**src/rtl/axi_pkg.sv**
```systemverilog
// Shared types and constants for the FIR subsystem's AXI initiator.
// The state encoding, fixed burst attributes and response codes live here.
package axi_pkg;

    typedef enum logic [2:0] {
        ST_IDLE,
        ST_WR_ADDR,
        ST_WR_DATA,
        ST_WR_RESP,
        ST_RD_ADDR,
        ST_RD_DATA
    } axi_state_t;

    localparam logic [2:0] AXI_SIZE_2B    = 3'b001;
    localparam logic [1:0] AXI_BURST_INCR = 2'b01;

    localparam logic [1:0] OKAY   = 2'b00;
    localparam logic [1:0] SLVERR = 2'b10;

    // Worst response wins when several beats report status.
    function automatic logic [1:0] resp_max(input logic [1:0] a, input logic [1:0] b);
        return (a > b) ? a : b;
    endfunction

endpackage

```
**src/rtl/axi_lane_mux.sv**
```systemverilog
// Places a 16-bit sample into its byte lanes on the write path and picks the
// matching lane from read data; pure combinational, shared by both channels.
module axi_lane_mux #(
    parameter int DATA_W   = 64,
    parameter int SAMPLE_W = 16
) (
    input  logic [$clog2(DATA_W/8)-1:0] beat_addr,
    input  logic [SAMPLE_W-1:0]         wr_sample,
    input  logic [DATA_W-1:0]           rdata,
    output logic [DATA_W-1:0]           wdata,
    output logic [DATA_W/8-1:0]         wstrb,
    output logic [SAMPLE_W-1:0]         rd_sample
);

    localparam int OFF_W  = $clog2(DATA_W/8);
    localparam int LANES  = DATA_W / SAMPLE_W;
    localparam int LANE_W = $clog2(LANES);
    localparam int STRB_W = DATA_W / 8;

    logic [LANE_W-1:0]   lane;
    logic [SAMPLE_W-1:0] rd_lane [LANES];

    // The lowest address bit is the byte within a sample, so the lane index
    // is the address bits just above it.
    assign lane  = beat_addr[OFF_W-1 -: LANE_W];
    assign wstrb = STRB_W'(3) << beat_addr;

    genvar gi;
    generate
        for (gi = 0; gi < LANES; gi++) begin : g_lane
            assign wdata[gi*SAMPLE_W +: SAMPLE_W] = (lane == LANE_W'(gi)) ? wr_sample : '0;
            assign rd_lane[gi] = rdata[gi*SAMPLE_W +: SAMPLE_W];
        end
    endgenerate

    assign rd_sample = rd_lane[lane];

endmodule

```
**src/rtl/axi_master.sv**
```systemverilog
// Single-outstanding AXI4 initiator: streams 16-bit samples into the FIR slave
// as an INCR burst, or pulls a burst back out as a sample stream.
module axi_master #(
    parameter int ADDR_W   = 32,
    parameter int DATA_W   = 64,
    parameter int SAMPLE_W = 16,
    parameter int LEN_W    = 4
) (
    input  logic                  a_clk,
    input  logic                  a_rst_n,
    input  logic                  cmd_valid,
    output logic                  cmd_ready,
    input  logic                  cmd_write,
    input  logic [ADDR_W-1:0]     cmd_addr,
    input  logic [LEN_W-1:0]      cmd_len,
    input  logic [SAMPLE_W-1:0]   wr_sample,
    input  logic                  wr_sample_valid,
    output logic                  wr_sample_ready,
    output logic [SAMPLE_W-1:0]   rd_sample,
    output logic                  rd_sample_valid,
    input  logic                  rd_sample_ready,
    output logic                  done,
    output logic [1:0]            resp,
    output logic                  awvalid,
    input  logic                  awready,
    output logic [ADDR_W-1:0]     awaddr,
    output logic [LEN_W-1:0]      awlen,
    output logic [2:0]            awsize,
    output logic [1:0]            awburst,
    output logic                  wvalid,
    input  logic                  wready,
    output logic [DATA_W-1:0]     wdata,
    output logic [DATA_W/8-1:0]   wstrb,
    output logic                  wlast,
    input  logic                  bvalid,
    output logic                  bready,
    input  logic [1:0]            bresp,
    output logic                  arvalid,
    input  logic                  arready,
    output logic [ADDR_W-1:0]     araddr,
    output logic [LEN_W-1:0]      arlen,
    output logic [2:0]            arsize,
    output logic [1:0]            arburst,
    input  logic                  rvalid,
    output logic                  rready,
    input  logic [DATA_W-1:0]     rdata,
    input  logic [1:0]            rresp,
    input  logic                  rlast
);

    import axi_pkg::*;

    localparam int OFF_W = $clog2(DATA_W/8);

    axi_state_t        state_reg;
    logic [ADDR_W-1:0] addr_reg;
    logic [ADDR_W-1:0] beat_addr_reg;
    logic [LEN_W-1:0]  len_reg;
    logic [LEN_W:0]    beat_cnt_reg;
    logic [1:0]        resp_reg;
    logic              done_reg;
    logic              awvalid_reg;
    logic              arvalid_reg;

    logic last_beat;
    logic w_hs;
    logic r_hs;

    // beat_cnt is one bit wider than len so a 16-beat burst never wraps it.
    assign last_beat = (beat_cnt_reg == {1'b0, len_reg});
    assign w_hs      = wvalid & wready;
    assign r_hs      = rvalid & rready;

    assign cmd_ready       = (state_reg == ST_IDLE);
    assign wvalid          = (state_reg == ST_WR_DATA) & wr_sample_valid;
    assign wr_sample_ready = w_hs;
    assign wlast           = (state_reg == ST_WR_DATA) & last_beat;
    assign bready          = (state_reg == ST_WR_RESP);
    assign rready          = (state_reg == ST_RD_DATA) & rd_sample_ready;
    assign rd_sample_valid = (state_reg == ST_RD_DATA) & rvalid;

    assign awvalid = awvalid_reg;
    assign awaddr  = addr_reg;
    assign awlen   = len_reg;
    assign awsize  = AXI_SIZE_2B;
    assign awburst = AXI_BURST_INCR;
    assign arvalid = arvalid_reg;
    assign araddr  = addr_reg;
    assign arlen   = len_reg;
    assign arsize  = AXI_SIZE_2B;
    assign arburst = AXI_BURST_INCR;
    assign done    = done_reg;
    assign resp    = resp_reg;

    axi_lane_mux #(
        .DATA_W   (DATA_W),
        .SAMPLE_W (SAMPLE_W)
    ) u_lane_mux (
        .beat_addr (beat_addr_reg[OFF_W-1:0]),
        .wr_sample (wr_sample),
        .rdata     (rdata),
        .wdata     (wdata),
        .wstrb     (wstrb),
        .rd_sample (rd_sample)
    );

    always_ff @(posedge a_clk or negedge a_rst_n) begin
        if (!a_rst_n) begin
            state_reg     <= ST_IDLE;
            addr_reg      <= '0;
            beat_addr_reg <= '0;
            len_reg       <= '0;
            beat_cnt_reg  <= '0;
            resp_reg      <= OKAY;
            done_reg      <= 1'b0;
            awvalid_reg   <= 1'b0;
            arvalid_reg   <= 1'b0;
        end else begin
            done_reg <= 1'b0;
            case (state_reg)
                ST_IDLE: begin
                    if (cmd_valid) begin
                        addr_reg      <= cmd_addr;
                        beat_addr_reg <= cmd_addr;
                        len_reg       <= cmd_len;
                        beat_cnt_reg  <= '0;
                        resp_reg      <= OKAY;
                        if (cmd_write) begin
                            state_reg   <= ST_WR_ADDR;
                            awvalid_reg <= 1'b1;
                        end else begin
                            state_reg   <= ST_RD_ADDR;
                            arvalid_reg <= 1'b1;
                        end
                    end
                end
                ST_WR_ADDR: begin
                    if (awready) begin
                        awvalid_reg <= 1'b0;
                        state_reg   <= ST_WR_DATA;
                    end
                end
                ST_WR_DATA: begin
                    if (w_hs) begin
                        beat_addr_reg <= beat_addr_reg + ADDR_W'(2);
                        beat_cnt_reg  <= beat_cnt_reg + (LEN_W+1)'(1);
                        if (last_beat)
                            state_reg <= ST_WR_RESP;
                    end
                end
                ST_WR_RESP: begin
                    if (bvalid) begin
                        resp_reg  <= bresp;
                        done_reg  <= 1'b1;
                        state_reg <= ST_IDLE;
                    end
                end
                ST_RD_ADDR: begin
                    if (arready) begin
                        arvalid_reg <= 1'b0;
                        state_reg   <= ST_RD_DATA;
                    end
                end
                ST_RD_DATA: begin
                    if (r_hs) begin
                        beat_addr_reg <= beat_addr_reg + ADDR_W'(2);
                        beat_cnt_reg  <= beat_cnt_reg + (LEN_W+1)'(1);
                        // A burst whose rlast disagrees with the requested length is an error.
                        if (rlast != last_beat) begin
                            resp_reg  <= SLVERR;
                            done_reg  <= 1'b1;
                            state_reg <= ST_IDLE;
                        end else begin
                            resp_reg <= resp_max(resp_reg, rresp);
                            if (last_beat) begin
                                done_reg  <= 1'b1;
                                state_reg <= ST_IDLE;
                            end
                        end
                    end
                end
                default: state_reg <= ST_IDLE;
            endcase
        end
    end

endmodule
```
**config.mk**
```make
export PLATFORM = sky130hd
export DESIGN_NAME = axi_master
export DESIGN_NICKNAME = d
export VERILOG_FILES = /design/src/rtl/axi_pkg.sv /design/src/rtl/axi_lane_mux.sv /design/src/rtl/axi_master.sv
export SDC_FILE = /design/constraint.sdc
export NUM_CORES = 1
export LEC_CHECK = 0
export CORE_AREA = 4 4 119 121
export DETAILED_ROUTE_END_ITERATION = 10
export DIE_AREA = 0 0 123 125
export GPL_TIMING_DRIVEN = 0
export PLACE_DENSITY_LB_ADDON = 0.12
export SLEW_MARGIN = 5
export SYNTH_ARGS = -nofsm -noshare
export SYNTH_HDL_FRONTEND = slang
export SYNTH_SLANG_ARGS = --single-unit
```
**constraint.sdc**
```tcl
create_clock -name a_clk -period 2.9 [get_ports a_clk]
set_input_delay 0.29 -clock a_clk [delete_from_list [all_inputs] [get_ports a_clk]]
set_output_delay 0.29 -clock a_clk [all_outputs]
set_load 0.03 [all_outputs]
```
**Yosys cells after proc, flatten, opt, wreduce, memory -nomap -nowiden**

Cells that the tools add are included.
W data, S select, Z words.

- Register bits after elaboration: 81
- Bits of input ports: 132
- Output and inout port bits: 182
- Word-level logic and storage cells: 99

- Add/sub/neg operators: 2
- $lt $le $gt $ge: 2
- Equal/unequal tests: 21
- Shift-type cells: 1
- Mux-type cells: 45
- Bitwise logic cells: 7
- Reductions and logical operators: 12

Operators by type and width:

| operator | count |
|---|---|
| $mux W16 | 6 |
| $mux W32 | 3 |
| $pmux W32 S3 | 1 |
| $add A32 B2 Y32 const B | 1 |
| $bmux W16 S2 | 1 |
| $mux W3 | 10 |
| $pmux W3 S6 | 1 |
| $ne A2 B2 Y1 const B | 8 |
| $mux W5 | 3 |
| $pmux W5 S3 | 1 |
| $reduce_and A4 Y1 | 3 |
| $mux W1 | 10 |
| $mux W2 | 5 |
| $reduce_and A8 Y1 | 1 |
| $shl A2 B3 Y8 const A | 1 |
| $and A1 B1 Y1 | 6 |
| $eq A3 B2 Y1 const B | 2 |
| $eq A3 B3 Y1 const B | 2 |
| $pmux W1 S2 | 3 |
| $pmux W2 S3 | 1 |
| $reduce_bool A3 Y1 | 2 |
| $add A5 B1 Y5 const B | 1 |
| $eq A5 B4 Y1 | 1 |
| $reduce_and A5 Y1 | 1 |
| 14 further kinds | 16 |

**Logic depth before layout (Yosys ltp)**

- Word-level depth: 5
- Gate-level depth with buffers: 9
- Gate-level depth less buffers: 9

**By module**

From an unflattened synthesis, not the netlist that was laid out.

- Cell total of the unflattened synthesis: 357
- Area, all modules: 4,097.7 um^2

Modules (own cells, without submodules):

| module | instances | cells an instance | area each (um^2) | sequential area each (um^2) |
|---|---|---|---|---|
| axi_master | 1 | 247 | 3,050.4 | 1,301.2 |
| axi_lane_mux | 1 | 110 | 1,047.3 | 0.0 |

**Least setup slack after synthesis**

Ideal clock, no wire load.

- Kind: reg-to-output
- Start: register beat_addr_reg[1]
- End: output wdata[15]
- Arrival time: 1,911 ps
- Required time: 2,610 ps
- Slack: 699 ps
- Cell stages (with the launch flop): 7
- Path buffers: 3
- Cells stage by stage: dfrtp_1 buf_2 buf_2 inv_1 ha_1 clkbuf_1 and2_1

- Cells in the longest elaborated chain, start to end: 2

RTL lines:

| element | RTL line | text |
|---|---|---|
| start: declaration | axi_master.sv:57 | `logic [ADDR_W-1:0] beat_addr_reg;` |
| start signal: assignment | axi_master.sv:124 | `beat_addr_reg <= cmd_addr;` |
| start signal: assignment | axi_master.sv:145 | `beat_addr_reg <= beat_addr_reg + ADDR_W'(2);` |
| start signal: assignment | axi_master.sv:166 | `beat_addr_reg <= beat_addr_reg + ADDR_W'(2);` |
| $logic_not A2 Y1 | axi_lane_mux.sv:31 | `assign wdata[gi*SAMPLE_W +: SAMPLE_W] = (lane == LANE_W'(gi)) ? wr_sample : '0;` |
| $mux W16 | axi_lane_mux.sv:31 |  |
| end: declaration | axi_master.sv:32 | `output logic [DATA_W-1:0] wdata,` |

Every way passes these cells.

**Final worst setup path**

- Start: register beat_addr_reg[2]
- End: output wdata[23]

- Cells in the longest elaborated chain, start to end: 2

RTL lines:

| element | RTL line |
|---|---|
| $eq A2 B1 Y1 | axi_lane_mux.sv:31 |
| $mux W16 | axi_lane_mux.sv:31 |

Every way passes these cells.

==> results.yml <==
logic_synthesis:
  sequential_cell_area_fraction_in_the_yosys_report_pct: 35.6
  ys_ff_latch: 52
  synth.area.top_cells: "sky130_fd_sc_hd__dfrtp_1 (36%), sky130_fd_sc_hd__and2_1 (12%), sky130_fd_sc_hd__mux2_2 (11%)"
  synth.top_cell.area_share_pct: 35.6
  primary_ff_master_synth: "sky130_fd_sc_hd__dfrtp_1"
  post-synth-top-area-cell: "sky130_fd_sc_hd__dfrtp_1"
  synth_edf_count: 0
  yosys.cell_types.count: 41
  synthArstFlopShare_pct: 100
  syn_avg_cell_area_um2: 10.4
  yosys.cell_count.top_type: "sky130_fd_sc_hd__and2_1"
  synth.cell_area_um2: 3660
  synth_common_cells: "sky130_fd_sc_hd__and2_1 (68), sky130_fd_sc_hd__dfrtp_1 (52), sky130_fd_sc_hd__buf_4 (47)"
  ys_warn_count: 0
  syn_inst: 351
final_layout:
  largest_register_ffs: 32
  fill_cell_instance_count_of_the_final_layout: 1190
  proportion_of_layout_cells_with_a_drive_suffix_above_1_pct: 18.8
  multi_input_area_um2: 1930
  area_growth_pct: 94.7
  layout.nets: 813
  ff_latch_area_um2: 1300
floorplanning:
  fp.coreArea_um2: 13100
  floorplan.initialDensity_pct: 28.0
  design.portCount: 314
  die-area_um2: 15400
  die-width_um: 123
  dieHeight_um: 125
  floorplan.rows: 42
drt:
  detailedRoute.firstIterationViolations: 120
  detail-route-antenna-nets: 0
  routed_wire_length_per_instance_um: 17.1
  drt-total-wl_um: 14500
  drtPass1Iterations: 4
  route.detailed.drc: 0
  avgViaCountPerCell: 4.35
  via_count: 3698
place:
  place.port_buffers: 303
  dp_hpwl_um: 12300
  routabilityCongestion: 0.807
power:
  switchingPower_mw: 3.86
  switching_share_pct: 47.7
  leakage_nw: 3.07
  clock_power_share_pct: 7.6
  power.density_cell_area_nw_per_um2: 1140
  intPower_mw: 4.23
  seqPwrFrac_pct: 17.0
  comb_power_share_pct: 75.4
  irDropWorstVdd_mv: 0.699
setup_path:
  arrival_ns: 2.43
  critical_path.reg2reg.startpoint: "beat_cnt_reg[0]$_DFFE_PN0P_"
  path_class: "flop to primary output"
  start_kind: "flop"
  critical_path.max_fanout: 10
  crit_required_ns: 2.61
  worstSetupEndpointType: "primary output"
  crit_path_start: "beat_addr_reg[2]$_DFFE_PN0P_"
timing:
  final.period_utilization_pct: 93.9
  timing.final.setup_violations: 0
  finalWorstPathRequiredPeriod_ns: 2.72
  holdWs_ns: 0.502
  grt_setup_unrepaired: "false"
  timing.fmax_mhz: 367
  setup-tns-final_ns: 0
  slew-limit-headroom_pct: 61.7
  worst_pin_slew_ns: 0.572
  final_max_slew_viol_count: 0
  timing_hold_violations_final: 0
  final.setup_skew_ns: 0.00796
clock_tree:
  cts.root.buffer_cell: "sky130_fd_sc_hd__clkbuf_16"
  htree_num_levels: 2
  cts.clk_slew.worst_paths_ns: 0.07
  cts_setup_buffers: 0
  cts_tree: "done"
  clock_sink_count: 52
  clock_path_buffers: 2
  worst_skew_pair.late_latency_ns: 0.29
  cts_inserted_buffers: 5
global_route:
  grt_pass1_vias: 3924
  global_route_wire_length_before_repair_um: 22200
  gr-total-overflow: 0
  antenna_found_initial: 2
  grtUsageTotal_pct: 18.3
  grt_max_degree: 31
flow_run:
  cap_violations: 0
hold_path:
  worstHoldPathType: "flop to flop"
  source_of_the_worst_hold_timing_path: "arvalid$_DFFE_PN0P_"
status:
  outcome: "finished, final reports clean"
per-stage QoR:
step	power [mW]	instances	setup slack [ns]	area [um2]	util, %
5_1_grt	8.58	850	0.0232	7120	54.4
6_report	8.10	850	0.177	7120	54.4
4_1_cts	8.21	848	0.0758	7110	54.3
3_3_place_gp	7.54	838	-0.128	6940	53.1
2_1_floorplan	5.10	359	0.699	3690	-
3_5_place_dp	7.59	839	-0.0822	6960	53.2
critical path: stages (launching register included):
cell,delay [ns]
sky130_fd_sc_hd__dfrtp_1,0.43
sky130_fd_sc_hd__clkbuf_2,0.24
sky130_fd_sc_hd__inv_1,0.17
sky130_fd_sc_hd__ha_2,0.27
sky130_fd_sc_hd__clkbuf_2,0.21
sky130_fd_sc_hd__and2_1,0.15
sky130_fd_sc_hd__clkdlybuf4s50_1,0.68
kinds of logic after synthesis:
logic type	after synthesis	share of synthesized area (%)
flops	52	35.6
mux	54	21.6
simple gates	124	19.6
compound gates	27	5.27
buf+inv	75	12.7
fa+ha+maj	10	3.42
other cells	2	0.205
xor+xnor	7	1.68
cells in the final DEF, fill, tap and decap left out, types with 3 or more instances in the layout:
cell type and n:
sky130_fd_sc_hd__dlymetal6s2s_1 3, sky130_fd_sc_hd__a21oi_1 4, sky130_fd_sc_hd__mux2_2 35, sky130_fd_sc_hd__and2_1 68
sky130_fd_sc_hd__and3_1 5, sky130_fd_sc_hd__o21ai_0 10, sky130_fd_sc_hd__buf_4 49, sky130_fd_sc_hd__nor2b_1 5
sky130_fd_sc_hd__inv_1 11, sky130_fd_sc_hd__mux4_2 16, sky130_fd_sc_hd__nand3_1 6, sky130_fd_sc_hd__clkbuf_16 5
sky130_fd_sc_hd__ha_1 7, sky130_fd_sc_hd__nor2_1 8, sky130_fd_sc_hd__dfrtp_1 52, sky130_fd_sc_hd__ha_2 3
sky130_fd_sc_hd__nand2b_1 4, sky130_fd_sc_hd__clkdlybuf4s50_1 278, sky130_fd_sc_hd__nand2_1 18, sky130_fd_sc_hd__dlygate4sd2_1 21
sky130_fd_sc_hd__xnor2_1 3, sky130_fd_sc_hd__buf_2 5, sky130_fd_sc_hd__conb_1 10, sky130_fd_sc_hd__xor2_1 4
sky130_fd_sc_hd__clkbuf_1 7, sky130_fd_sc_hd__clkbuf_2 4
final timing paths:
kind,endpoint,slack (ns),cells after the start
setup / recovery,wdata[23],0.18,6
setup reg to reg,state_reg[0]$_DFFE_PN0P_,0.55,8
max in group asynchronous,araddr[1]$_DFFE_PN0P_,1.81,3
hold reg to reg,arvalid$_DFFE_PN0P_,0.50,2
min in group asynchronous,araddr[24]$_DFFE_PN0P_,0.52,2
hold / removal,arvalid$_DFFE_PN0P_,0.50,2
layout make-up:
class / count / area share [%]
well taps: 176 / 3.09
clock buffers: 6 / 1.95
clock inverters: 2 / 0.193
multi-input cells: 232 / 27.1
repair buffers: 305 / 42.7
plain buffers: 64 / 6.10
inverters: 11 / 0.580
flip-flops and latches: 52 / 18.3
diodes: 2 / 0.0703
power groups by stage:
stage	Sequential, mW	Clock, mW	Combinational (mW)
floorplan	1.88	0	3.22
global placement	1.37	0	6.17
detailed placement	1.39	0	6.21
CTS	1.39	0.639	6.19
global route	1.44	0.668	6.46
finish	1.38	0.615	6.11
repair_timing:
| item | 4_1_cts | 5_1_grt |
|---|---|---|
| pin swaps | 0 | 0 |
| hold buffers | 1 | 0 |
| setup endpoints to repair | 48 | 11 |
| gates resized for setup | 29 | 4 |
| endpoints found under the hold margin | 1 | 0 |
metal layers:
layer | global-route usage, % | vias to the layer above | wire length, um
met4 | 5.41 | 0 | 275
met2 | 34.5 | 178 | 7840
met1 | 18.9 | 1724 | 4950
met3 | 5.87 | 16 | 1440
met5 | 0 | - | 0
li1 | - | 1780 | -
(Power assumes the default switching activity.)
